--- config.mk ---
export PLATFORM = sky130hd
export DESIGN_NAME = leaf_router_buffered
export DESIGN_NICKNAME = d
export VERILOG_FILES = /design/src/rtl/leaf_router_pkg.sv /design/src/rtl/leaf_router_buffered_fifo.sv /design/src/rtl/leaf_router_buffered.sv
export SDC_FILE = /design/constraint.sdc
export NUM_CORES = 1
export LEC_CHECK = 0
export ABC_AREA = 1
export CAP_MARGIN = 20
export CORE_MARGIN = 2
export CORE_UTILIZATION = 50
export DETAILED_ROUTE_END_ITERATION = 12
export PLACE_DENSITY = 0.67
export SKIP_LAST_GASP = 1
export SLEW_MARGIN = 20
export SYNTH_ARGS = -nofsm -noshare
export SYNTH_HDL_FRONTEND = slang
export SYNTH_SLANG_ARGS = --single-unit
--- constraint.sdc ---
create_clock -name clk -period 6.45 [get_ports clk]
set_input_delay 0.9675 -clock clk [delete_from_list [all_inputs] [get_ports clk]]
set_output_delay 0.9675 -clock clk [all_outputs]
set_load 0.005 [all_outputs]
--- src/rtl/leaf_router_pkg.sv ---
// Shared types and helpers for the buffered leaf router.
// The group field sits in the top GROUP_W bits of a destination address.
package leaf_router_pkg;

    localparam int GROUP_W         = 4;
    // Widest destination address that is_local() accepts (callers zero-extend).
    localparam int HELPER_ADDR_MAX = 16;
    // Flit field widths for the default configuration.
    localparam int FLIT_DWIDTH     = 16;
    localparam int FLIT_ADDR_W     = 6;

    typedef struct packed {
        logic [FLIT_ADDR_W-1:0] dest;
        logic [FLIT_DWIDTH-1:0] data;
    } flit_t;

    // True when the group field of an addr_w-bit destination matches group.
    function automatic logic is_local(input logic [HELPER_ADDR_MAX-1:0] dest,
                                      input int                         addr_w,
                                      input logic [GROUP_W-1:0]         group);
        logic [HELPER_ADDR_MAX-1:0] shifted;
        shifted = dest >> (addr_w - GROUP_W);
        return shifted[GROUP_W-1:0] == group;
    endfunction

endpackage

--- src/rtl/leaf_router_buffered_fifo.sv ---
// Synchronous FIFO with registered full/empty flags.
// Pointers carry one extra wrap bit so full and empty are distinguishable.
module router_sync_fifo #(
    parameter int WIDTH = 22,
    parameter int DEPTH = 8
) (
    input  logic             clk,
    input  logic             reset,
    input  logic             push,
    input  logic             pop,
    input  logic [WIDTH-1:0] din,
    output logic [WIDTH-1:0] dout,
    output logic             full,
    output logic             empty
);

    localparam int AW = $clog2(DEPTH);

    logic [WIDTH-1:0] mem [DEPTH];
    logic [AW:0]      wr_ptr, rd_ptr, wr_next, rd_next;
    logic             do_push, do_pop;

    assign do_push = push && !full;
    assign do_pop  = pop && !empty;
    assign wr_next = wr_ptr + {{AW{1'b0}}, do_push};
    assign rd_next = rd_ptr + {{AW{1'b0}}, do_pop};
    assign dout    = mem[rd_ptr[AW-1:0]];

    // Storage array write.
    // NOTE: the storage array has no reset; its contents are meaningless while empty is set.
    always_ff @(posedge clk) begin
        if (do_push) mem[wr_ptr[AW-1:0]] <= din;
    end

    // Pointer and registered flag update.
    // NOTE: sequential state uses non-blocking assignments so every register samples pre-edge values.
    always_ff @(posedge clk or posedge reset) begin
        if (reset) begin
            wr_ptr <= '0;
            rd_ptr <= '0;
            empty  <= 1'b1;
            full   <= 1'b0;
        end else begin
            wr_ptr <= wr_next;
            rd_ptr <= rd_next;
            empty  <= (wr_next == rd_next);
            full   <= (wr_next == {~rd_next[AW], rd_next[AW-1:0]});
        end
    end

endmodule

--- src/rtl/leaf_router_buffered.sv ---
// Buffered leaf router: one GPU port, NUM_SPINES spine ports, ingress FIFOs,
// valid/ready egress registers and a round-robin arbiter for GPU egress.
// Optional feature: define LEAF_ROUTER_DROP_CNT_EN for the drop_count port.
module leaf_router_buffered
    import leaf_router_pkg::*;
#(
    parameter int                 DWIDTH     = 16,
    parameter int                 ADDR_W     = 6,
    parameter int                 NUM_SPINES = 4,
    parameter int                 FIFO_DEPTH = 8,
    parameter logic [GROUP_W-1:0] GROUP_ID   = 4'b0111,
    localparam int                SW         = $clog2(NUM_SPINES),
    localparam int                NP         = NUM_SPINES + 1,
    localparam int                GW         = $clog2(NUM_SPINES + 1)
) (
    input  logic                                clk,
    input  logic                                reset,
    input  logic                                arb_enable,
    input  logic [DWIDTH-1:0]                   gpu_in_data,
    input  logic [ADDR_W-1:0]                   gpu_in_dest,
    input  logic                                gpu_in_valid,
    output logic                                gpu_in_ready,
    output logic [DWIDTH-1:0]                   gpu_out_data,
    output logic [ADDR_W-1:0]                   gpu_out_dest,
    output logic                                gpu_out_valid,
    input  logic                                gpu_out_ready,
    input  logic [NUM_SPINES-1:0][DWIDTH-1:0]   spine_in_data,
    input  logic [NUM_SPINES-1:0][ADDR_W-1:0]   spine_in_dest,
    input  logic [NUM_SPINES-1:0]               spine_in_valid,
    output logic [NUM_SPINES-1:0]               spine_in_ready,
    output logic [NUM_SPINES-1:0][DWIDTH-1:0]   spine_out_data,
    output logic [NUM_SPINES-1:0][ADDR_W-1:0]   spine_out_dest,
    output logic [NUM_SPINES-1:0]               spine_out_valid,
    input  logic [NUM_SPINES-1:0]               spine_out_ready,
    output logic [NUM_SPINES:0]                 fifo_full,
    output logic [NUM_SPINES:0]                 fifo_empty,
    output logic                                crossbar_busy,
`ifdef LEAF_ROUTER_DROP_CNT_EN
    output logic [15:0]                         drop_count,
`endif
    output logic [GW-1:0]                       current_grant
);

    typedef struct packed {
        logic [ADDR_W-1:0] dest;
        logic [DWIDTH-1:0] data;
    } route_flit_t;

    route_flit_t [NP-1:0]   fifo_din, fifo_dout;
    logic [NP-1:0]          in_valid_all, fifo_push, fifo_pop;
    logic [NP-1:0]          head_local, req, drop_vec;
    logic [NUM_SPINES-1:0]  spine_free;
    logic [SW-1:0]          gpu_sel;
    logic                   gpu_to_spine, gpu_free;
    logic                   grant_found, grant;
    logic [GW-1:0]          grant_idx;

    // Ingress gather: index NUM_SPINES is the GPU port.
    always_comb begin
        for (int i = 0; i < NUM_SPINES; i++) begin
            fifo_din[i]     = '{dest: spine_in_dest[i], data: spine_in_data[i]};
            in_valid_all[i] = spine_in_valid[i];
        end
        fifo_din[NUM_SPINES]     = '{dest: gpu_in_dest, data: gpu_in_data};
        in_valid_all[NUM_SPINES] = gpu_in_valid;
    end

    assign fifo_push      = in_valid_all & ~fifo_full;
    assign gpu_in_ready   = !fifo_full[NUM_SPINES];
    assign spine_in_ready = ~fifo_full[NUM_SPINES-1:0];

    for (genvar i = 0; i < NP; i++) begin : g_fifo
        router_sync_fifo #(
            .WIDTH ($bits(route_flit_t)),
            .DEPTH (FIFO_DEPTH)
        ) u_fifo (
            .clk   (clk),
            .reset (reset),
            .push  (fifo_push[i]),
            .pop   (fifo_pop[i]),
            .din   (fifo_din[i]),
            .dout  (fifo_dout[i]),
            .full  (fifo_full[i]),
            .empty (fifo_empty[i])
        );
    end

    // Head classification: local heads request GPU egress, foreign spine heads are dropped.
    always_comb begin
        for (int i = 0; i < NP; i++) begin
            head_local[i] = is_local(HELPER_ADDR_MAX'(fifo_dout[i].dest), ADDR_W, GROUP_ID);
        end
        req      = head_local & ~fifo_empty;
        drop_vec = {1'b0, ~head_local[NUM_SPINES-1:0] & ~fifo_empty[NUM_SPINES-1:0]};
    end

    assign spine_free   = ~spine_out_valid | spine_out_ready;
    assign gpu_free     = !gpu_out_valid || gpu_out_ready;
    assign gpu_sel      = fifo_dout[NUM_SPINES].dest[SW-1:0];
    assign gpu_to_spine = !fifo_empty[NUM_SPINES] && !head_local[NUM_SPINES] && spine_free[gpu_sel];

    // Round-robin search starting one past the last winner, wrapping over NP requestors.
    // NOTE: every always_comb output gets a default first so no path can infer a latch.
    always_comb begin
        int cand;
        cand        = 0;
        grant_found = 1'b0;
        grant_idx   = current_grant;
        for (int off = 1; off <= NP; off++) begin
            cand = (int'(current_grant) + off) % NP;
            if (!grant_found && req[cand]) begin
                grant_found = 1'b1;
                grant_idx   = GW'(cand);
            end
        end
    end

    assign grant = arb_enable && gpu_free && grant_found;

    // Pop selection: dropped spine heads, the GPU-egress winner, and the GPU head bound for a spine.
    always_comb begin
        fifo_pop = drop_vec;
        if (grant)        fifo_pop[grant_idx]  = 1'b1;
        if (gpu_to_spine) fifo_pop[NUM_SPINES] = 1'b1;
    end

    // GPU egress register and last-winner pointer.
    always_ff @(posedge clk or posedge reset) begin
        if (reset) begin
            gpu_out_valid <= 1'b0;
            gpu_out_data  <= '0;
            gpu_out_dest  <= '0;
            current_grant <= GW'(NUM_SPINES);
        end else if (grant) begin
            gpu_out_valid <= 1'b1;
            gpu_out_data  <= fifo_dout[grant_idx].data;
            gpu_out_dest  <= fifo_dout[grant_idx].dest;
            current_grant <= grant_idx;
        end else if (gpu_out_ready) begin
            gpu_out_valid <= 1'b0;
        end
    end

    // Spine egress registers, loaded only from the GPU FIFO head.
    always_ff @(posedge clk or posedge reset) begin
        if (reset) begin
            spine_out_valid <= '0;
            spine_out_data  <= '0;
            spine_out_dest  <= '0;
        end else begin
            for (int s = 0; s < NUM_SPINES; s++) begin
                if (gpu_to_spine && gpu_sel == SW'(s)) begin
                    spine_out_valid[s] <= 1'b1;
                    spine_out_data[s]  <= fifo_dout[NUM_SPINES].data;
                    spine_out_dest[s]  <= fifo_dout[NUM_SPINES].dest;
                end else if (spine_out_ready[s]) begin
                    spine_out_valid[s] <= 1'b0;
                end
            end
        end
    end

    assign crossbar_busy = !(&fifo_empty) || gpu_out_valid || (|spine_out_valid);

`ifdef LEAF_ROUTER_DROP_CNT_EN
    logic [16:0] drop_sum;
    assign drop_sum = {1'b0, drop_count} + 17'($countones(drop_vec));

    // Saturating count of discarded misrouted spine packets.
    always_ff @(posedge clk or posedge reset) begin
        if (reset) drop_count <= '0;
        else       drop_count <= drop_sum[16] ? 16'hFFFF : drop_sum[15:0];
    end
`endif

endmodule

==> results.md, run 1 <==
- Status: complete, no violations
- Final net count: 4254
- Final Critical Period: 5.57 ns
- # resized after CTS: 0
- Maxcap violations: 0
- Die ar.: 91100 um2
- Slew Viols, Final: 0
- First-pass GRT wire length: 168000 um
- Top post-synthesis cells by area: edfxtp_1 (60%), dfrtp_1 (9.1%), nand2_1 (8.0%), o21ai_0 (4.2%), nor2_1 (3.2%)
- Mux cell area share after synthesis: 0
- Gpl congestion: 0.888
- Hold buffer count at cts: 0
- Post-CTS Setup Repair Bufs: 0
- Worst setup path class: reg -> reg
- Adder-Cell Fraction of Synth Area: 0.0124
- Worst reg2reg setup slack: 0.88 ns
- Final Hold Fails: 0
- Relative slew slack: 0.322
- Area growth syn-to-layout: 15.8%
- Slowest stage delay, CP: 0.57 ns
- Synth top area share: 0.596
- Synth area leader: edfxtp_1
- Fill cells: 7183
- Count leader, synth: nand2_1
- WP data arrival: 6.13 ns
- Number of clock sinks: 1048
- Total core area: 88100 um2
- Chip width: 302 um
- Fin crit share: 0.864
- Synthesized Nets: 4070
- Worst-Skew Late Latency: 0.69 ns
- Clock slew at reported path FFs: 0.07 ns
- CP max stage cell: ha_1
- Reg-to-reg critical path startpoint: current_grant[1]
- Synth top cells by count: nand2_1 (946), edfxtp_1 (880), nor2_1 (381)
- Vias: 29600
- Setup violations, final: 0
- Vias per cell: 5.53
- CP Data Required Time: 7.01 ns
- CTS tree: yes
- Non-Filler Instances: 5351
- Avg Cell Area, Syn: 11.4 um2
- Number of synthesized flops with an enable pin: 880
- Crit-path most repeated cell: ha_1
- RSZ-0062 raised after global routing: false
- DRC violations left: 0
- Total Routing Usage GR: 0.244
- Sequential area share after synthesis: 0.691
- Synthesized cell area: 44400 um2
- Layout Skew: 0.0344 ns
- H-tree levels: 3
- Startpoint Class: flip-flop
- Maximum clock rate: 0.179 GHz
- Vias in the first global route: 27800
- Hold WC Path Type: reg -> reg
- Root Buffer: clkbuf_16
- # IOs: 257
- Measured slew at the worst slew-check pin: 1.02 ns
- Pre-Repair DR Iteration Count: 5
- Yosys warnings: 0
- Post-Synth XOR/XNOR Area: 0.00889
- Hold EP: spine_out_dest[1]
- Layout cells sized above 1: 0.0842
- Num rows: 109
- Footprint of the multi-input gates: 12000 um2
- Cell variety after synth: 50
- DR iter-0 viols: 2909
- Simple-gate area share of the yosys netlist: 0.153
- PortBufs: 256
- Placed cells: 5142
- Reg2reg end: g_fifo[3].u_fifo.full
- Seq. cell area: 30600 um2
- Compound-Gate Fraction of Synth Area: 0.0896
- Clock buffer depth: 3
- Routed wire per std cell: 21.0 um
- Initial Util: 0.503
- Gr ovfl total: 0
- Hold path startpoint: spine_out_dest[1]
- Routed wire length: 112000 um
- Top FF cell, synth: edfxtp_1
- Cells after Synth: 3903
- Initial antenna violation count: 15
- Setup_tns: 0 ns
- DP Wirelength: 68100 um
- Largest net degree at the start of global routing: 129
- Top fanout value on the critical path: 22
- R2R depth: 32
- Crit. End Element: flip-flop
- Largest family of logic cells by synthesized area: simple AND/OR/NAND/NOR gates
- Die height: 302 um
- Post-route antenna net violation count: 0
- Worst Hold Path Cells: 2
- Cts bufs inserted: 107
- Async S/R FF share, synth: 0.160
- Post-synthesis register bit count: 1048
## layer usage
layer  up-vias  part of all wire  GRT usage
met2      1002              0.48      0.392
li1      13900                 -          -
met3       204             0.073     0.0477
met1     14500              0.42      0.333
met5         -           0.00046          0
met4         8             0.030     0.0886
## through the flow
step / setup slack (ns) / instance area (um2) / util / hold WS (ns)
finish: 0.878 / 51400 / 0.583 / 0.466
global route: 0.311 / 51400 / 0.583 / 0.477
CTS: 0.882 / 51300 / 0.583 / 0.468
detailed placement: 0.940 / 47800 / 0.543 / 0.455
global placement: 1.13 / 47800 / 0.543 / 0.451
floorplan: 0.946 / 44400 / - / 0.460
## worst max path at each step
stage,to,start,depth (start not counted),slack (ns)
3_5_place_dp,g_fifo[3].u_fifo.full,current_grant[1],32,0.94
4_1_cts,g_fifo[3].u_fifo.full,current_grant[1],32,0.88
6_report,g_fifo[3].u_fifo.full,current_grant[1],32,0.88
2_1_floorplan,current_grant[0],reset,1,0.95
5_1_grt,g_fifo[3].u_fifo.full,current_grant[1],32,0.31
3_3_place_gp,g_fifo[3].u_fifo.full,current_grant[1],34,1.13
## registers in the layout (all words and copies together), names as in the netlist
| name | cells |
|---|---|
| spine_out_dest | 24 |
| current_grant | 3 |
| spine_out_data | 64 |
| g_fifo.u_fifo.full | 5 |
| gpu_out_data | 16 |
| spine_out_valid | 4 |
| g_fifo.u_fifo.empty | 5 |
| gpu_out_dest | 6 |
| g_fifo.u_fifo.mem | 880 |
| g_fifo.u_fifo.rd_ptr | 20 |
| gpu_out_valid | 1 |
| g_fifo.u_fifo.wr_ptr | 20 |
## critical path, delay by kind of cell, from the launching register on
family                     cells  cell delay (ns)
adders and majority gates      5             1.38
AOI/OAI and AO/OA              2             0.40
DFF                            1             0.51
buffers and inverters          6             0.81
and+or+nand+nor               17             1.95
xor gates and xnor gates       2             0.39
## cell usage in the layout, fill, tap and decap left out, types with 7 or more instances in the layout
master / n
nand2_1: 946
edfxtp_1: 880
o21ai_0: 374
nor2_1: 341
clkdlybuf4s50_1: 256
inv_1: 209
nand3_1: 196
dfrtp_1: 157
o22ai_1: 111
clkbuf_16: 111
a21oi_1: 83
a32o_1: 72
ha_1: 44
nor2_4: 41
buf_4: 37
clkinv_1: 34
o21ai_1: 29
nand2_2: 25
clkbuf_1: 24
xor2_1: 23
nor2_2: 22
xnor2_1: 22
clkinv_2: 19
inv_2: 18
nand3_2: 11
nand2_4: 9
bufinv_16: 9
or2_2: 8
diode_2: 7
## area by class of cell
| cell class | instances | share of cell area |
|---|---|---|
| flip-flops and latches | 1048 | 0.597 |
| multi-input cells | 2397 | 0.233 |
| clock buffers | 139 | 0.0569 |
| repair buffers | 294 | 0.0558 |
| well taps | 1165 | 0.0284 |
| inverters | 239 | 0.0180 |
| clock inverters | 62 | 0.0107 |
| diodes | 7 | 0.000341 |
## kinds of logic after synthesis
logic type	Yosys count
simple gates	1626
fa+ha+maj	44
compound gates	682
buf+inv	458
xor+xnor	45
flops	1048
Power of run 1 is left out: the tool's default activity adds up to more than one toggle a clock period on the data nets, which glitch-free logic cannot reach.
==> run 2, diff against run 1 <==
--- a/config.mk
+++ b/config.mk
@@ -11,6 +11,7 @@
 export CORE_UTILIZATION = 50
 export DETAILED_ROUTE_END_ITERATION = 12
 export PLACE_DENSITY = 0.67
+export RECOVER_POWER = 50
 export SKIP_LAST_GASP = 1
 export SLEW_MARGIN = 20
 export SYNTH_ARGS = -nofsm -noshare
==> run 2 against run 1 <==
  * The run now ends with capacitance limit, slew limit left
  * Worst hold slack worse by 0.00079 ns
  * Critical path type unchanged
  * Core utilization about the same
  * Cell count about the same
  * Critical path depth unchanged
  * Maximum frequency up 0.27%
  * Clock-buffer cell count unchanged
  * Clock skew about the same
  * Wire length about the same
  * Final area about the same
==> results.md, run 2 (same netlist as run 1, synthesis figures left out) <==
- R2R depth: 32 (unchanged)
- Die ar.: 91100 um2 (unchanged)
- Root Buffer: clkbuf_16 (unchanged)
- DRC violations left: 0 (unchanged)
- Worst Hold Path Cells: 2 (unchanged)
- Relative slew slack: -1.02 (was 0.322)
- WP data arrival: 6.11 ns (was 6.13 ns)
- Slew Viols, Final: 263 (was 0)
- # IOs: 257 (unchanged)
- First-pass GRT wire length: 168000 um (unchanged)
- Die height: 302 um (unchanged)
- H-tree levels: 3 (unchanged)
- Setup_tns: 0 ns (unchanged)
- CP Data Required Time: 7.01 ns (about the same)
- Routed wire length: 112000 um (about the same)
- Vias in the first global route: 27800 (unchanged)
- Hold buffer count at cts: 0 (unchanged)
- Total Routing Usage GR: 0.244 (unchanged)
- Area growth syn-to-layout: 15.8% (about the same)
- Setup violations, final: 0 (unchanged)
- CP startpoint: current_grant[1] (unchanged)
- Layout cells sized above 1: 0.0830 (was 0.0842)
- Initial antenna violation count: 33 (was 15)
- Chip width: 302 um (unchanged)
- Final net count: 4254 (unchanged)
- Worst setup path class: reg -> reg (unchanged)
- Pre-Repair DR Iteration Count: 6 (was 5)
- Num rows: 109 (unchanged)
- DR iter-0 viols: 2742 (was 2909)
- Number of clock sinks: 1048 (unchanged)
- Crit. End Element: flip-flop (unchanged)
- Maximum clock rate: 0.180 GHz (was 0.179 GHz)
- Total core area: 88100 um2 (unchanged)
- Clock buffer depth: 3 (unchanged)
- Layout Skew: 0.0343 ns (was 0.0344 ns)
- Clock slew at reported path FFs: 0.07 ns (about the same)
- PortBufs: 256 (unchanged)
- Slowest stage delay, CP: 0.57 ns (about the same)
- Largest net degree at the start of global routing: 129 (unchanged)
- RSZ-0062 raised after global routing: false (unchanged)
- # resized after CTS: 0 (unchanged)
- Final Critical Period: 5.56 ns (was 5.57 ns)
- Post-CTS Setup Repair Bufs: 0 (unchanged)
- Hold path startpoint: spine_out_dest[1] (unchanged)
- Hold WC Path Type: reg -> reg (unchanged)
- Status: complete, but fails checks (was complete, no violations)
- Crit-path most repeated cell: ha_1 (unchanged)
- Maxcap violations: 6 (was 0)
- Final Hold Fails: 0 (unchanged)
- Initial Util: 0.503 (unchanged)
- Commonest non-fill, non-tap cell in the layout: nand2_1 (unchanged)
- Post-route antenna net violation count: 0 (unchanged)
- End of the critical path: g_fifo[3].u_fifo.full (unchanged)
- CTS tree: yes (unchanged)
- Routed wire per std cell: 20.9 um (was 21.0 um)
- Max reg flops: 880 (unchanged)
- Cts bufs inserted: 107 (unchanged)
- Measured slew at the worst slew-check pin: 3.03 ns (was 1.02 ns)
- Gpl congestion: 0.888 (unchanged)
- Top fanout value on the critical path: 22 (unchanged)
- CP max stage cell: ha_1 (unchanged)
- DP Wirelength: 68100 um (unchanged)
- Reg-to-reg critical path startpoint: current_grant[1] (unchanged)
- Worst-Skew Late Latency: 0.69 ns (about the same)
- Fin crit share: 0.862 (was 0.864)
- Reg2reg end: g_fifo[3].u_fifo.full (unchanged)
- Startpoint Class: flip-flop (unchanged)
- Vias: 29500 (was 29600)
- Worst reg2reg setup slack: 0.89 ns (was 0.88 ns)
- Most frequent cells in the layout: nand2_1 (946), edfxtp_1 (880), o21ai_0 (374), nor2_1 (345), inv_1 (209) (was nand2_1 (946), edfxtp_1 (880), o21ai_0 (374), nor2_1 (341), clkdlybuf4s50_1 (256))
- Failing checks: capacitance limit, slew limit
- Vias per cell: 5.51 (was 5.53)
- Gr ovfl total: 0 (unchanged)
==> run 2: per-stage QoR <==
| step | setup WS (ns) | hold WS [ns] | cell area (um2) | instances | utilization |
|---|---|---|---|---|---|
| 3_5_place_dp | 0.940 | 0.455 | 47800 | 5142 | 0.543 |
| 4_1_cts | 0.882 | 0.468 | 51300 | 5343 | 0.583 |
| 5_1_grt | 0.311 | 0.477 | 51300 | 5351 | 0.583 |
| 6_report | 0.893 | 0.465 | 51300 | 5356 | 0.583 |
| 2_1_floorplan | 0.946 | 0.460 | 44400 | 3903 | - |
| 3_3_place_gp | 1.13 | 0.451 | 47800 | 5142 | 0.543 |
==> run 2: worst min path at each step <==
stage and to:
3_3_place_gp gpu_out_dest[3], 4_1_cts spine_out_dest[1], 6_report spine_out_dest[1], 5_1_grt gpu_out_dest[2]
3_5_place_dp spine_out_dest[1], 2_1_floorplan spine_out_dest[0]
==> run 2: critical path, delay by kind of cell, from the launching register on <==
family,cells,cell delay [ns]
DFF,1,0.51
and+or+nand+nor,17,1.94
buffers and inverters,6,0.80
AOI/OAI and AO/OA,2,0.39
adders and majority gates,5,1.38
xor gates and xnor gates,2,0.38
==> run 2: area by class of cell <==
cell class / instances / area, um2
Antenna cell: 12 / 30.0
Tap cell: 1165 / 1460
Fill cell: 7187 / 36800
Clock buffer: 139 / 2920
Sequential cell: 1048 / 30600
Multi-Input combinational cell: 2397 / 12000
Timing Repair Buffer: 294 / 2860
Inverter: 239 / 920
Clock inverter: 62 / 549
==> run 2: per-layer routing <==
metal / track usage / share of wire / up-vias
met3: 0.0477 / 0.071 / 224
met1: 0.333 / 0.42 / 14400
met5: 0 / 0.00092 / -
li1: - / - / 13900
met2: 0.392 / 0.48 / 950
met4: 0.0886 / 0.031 / 16
Power of run 2 is left out for the same reason.
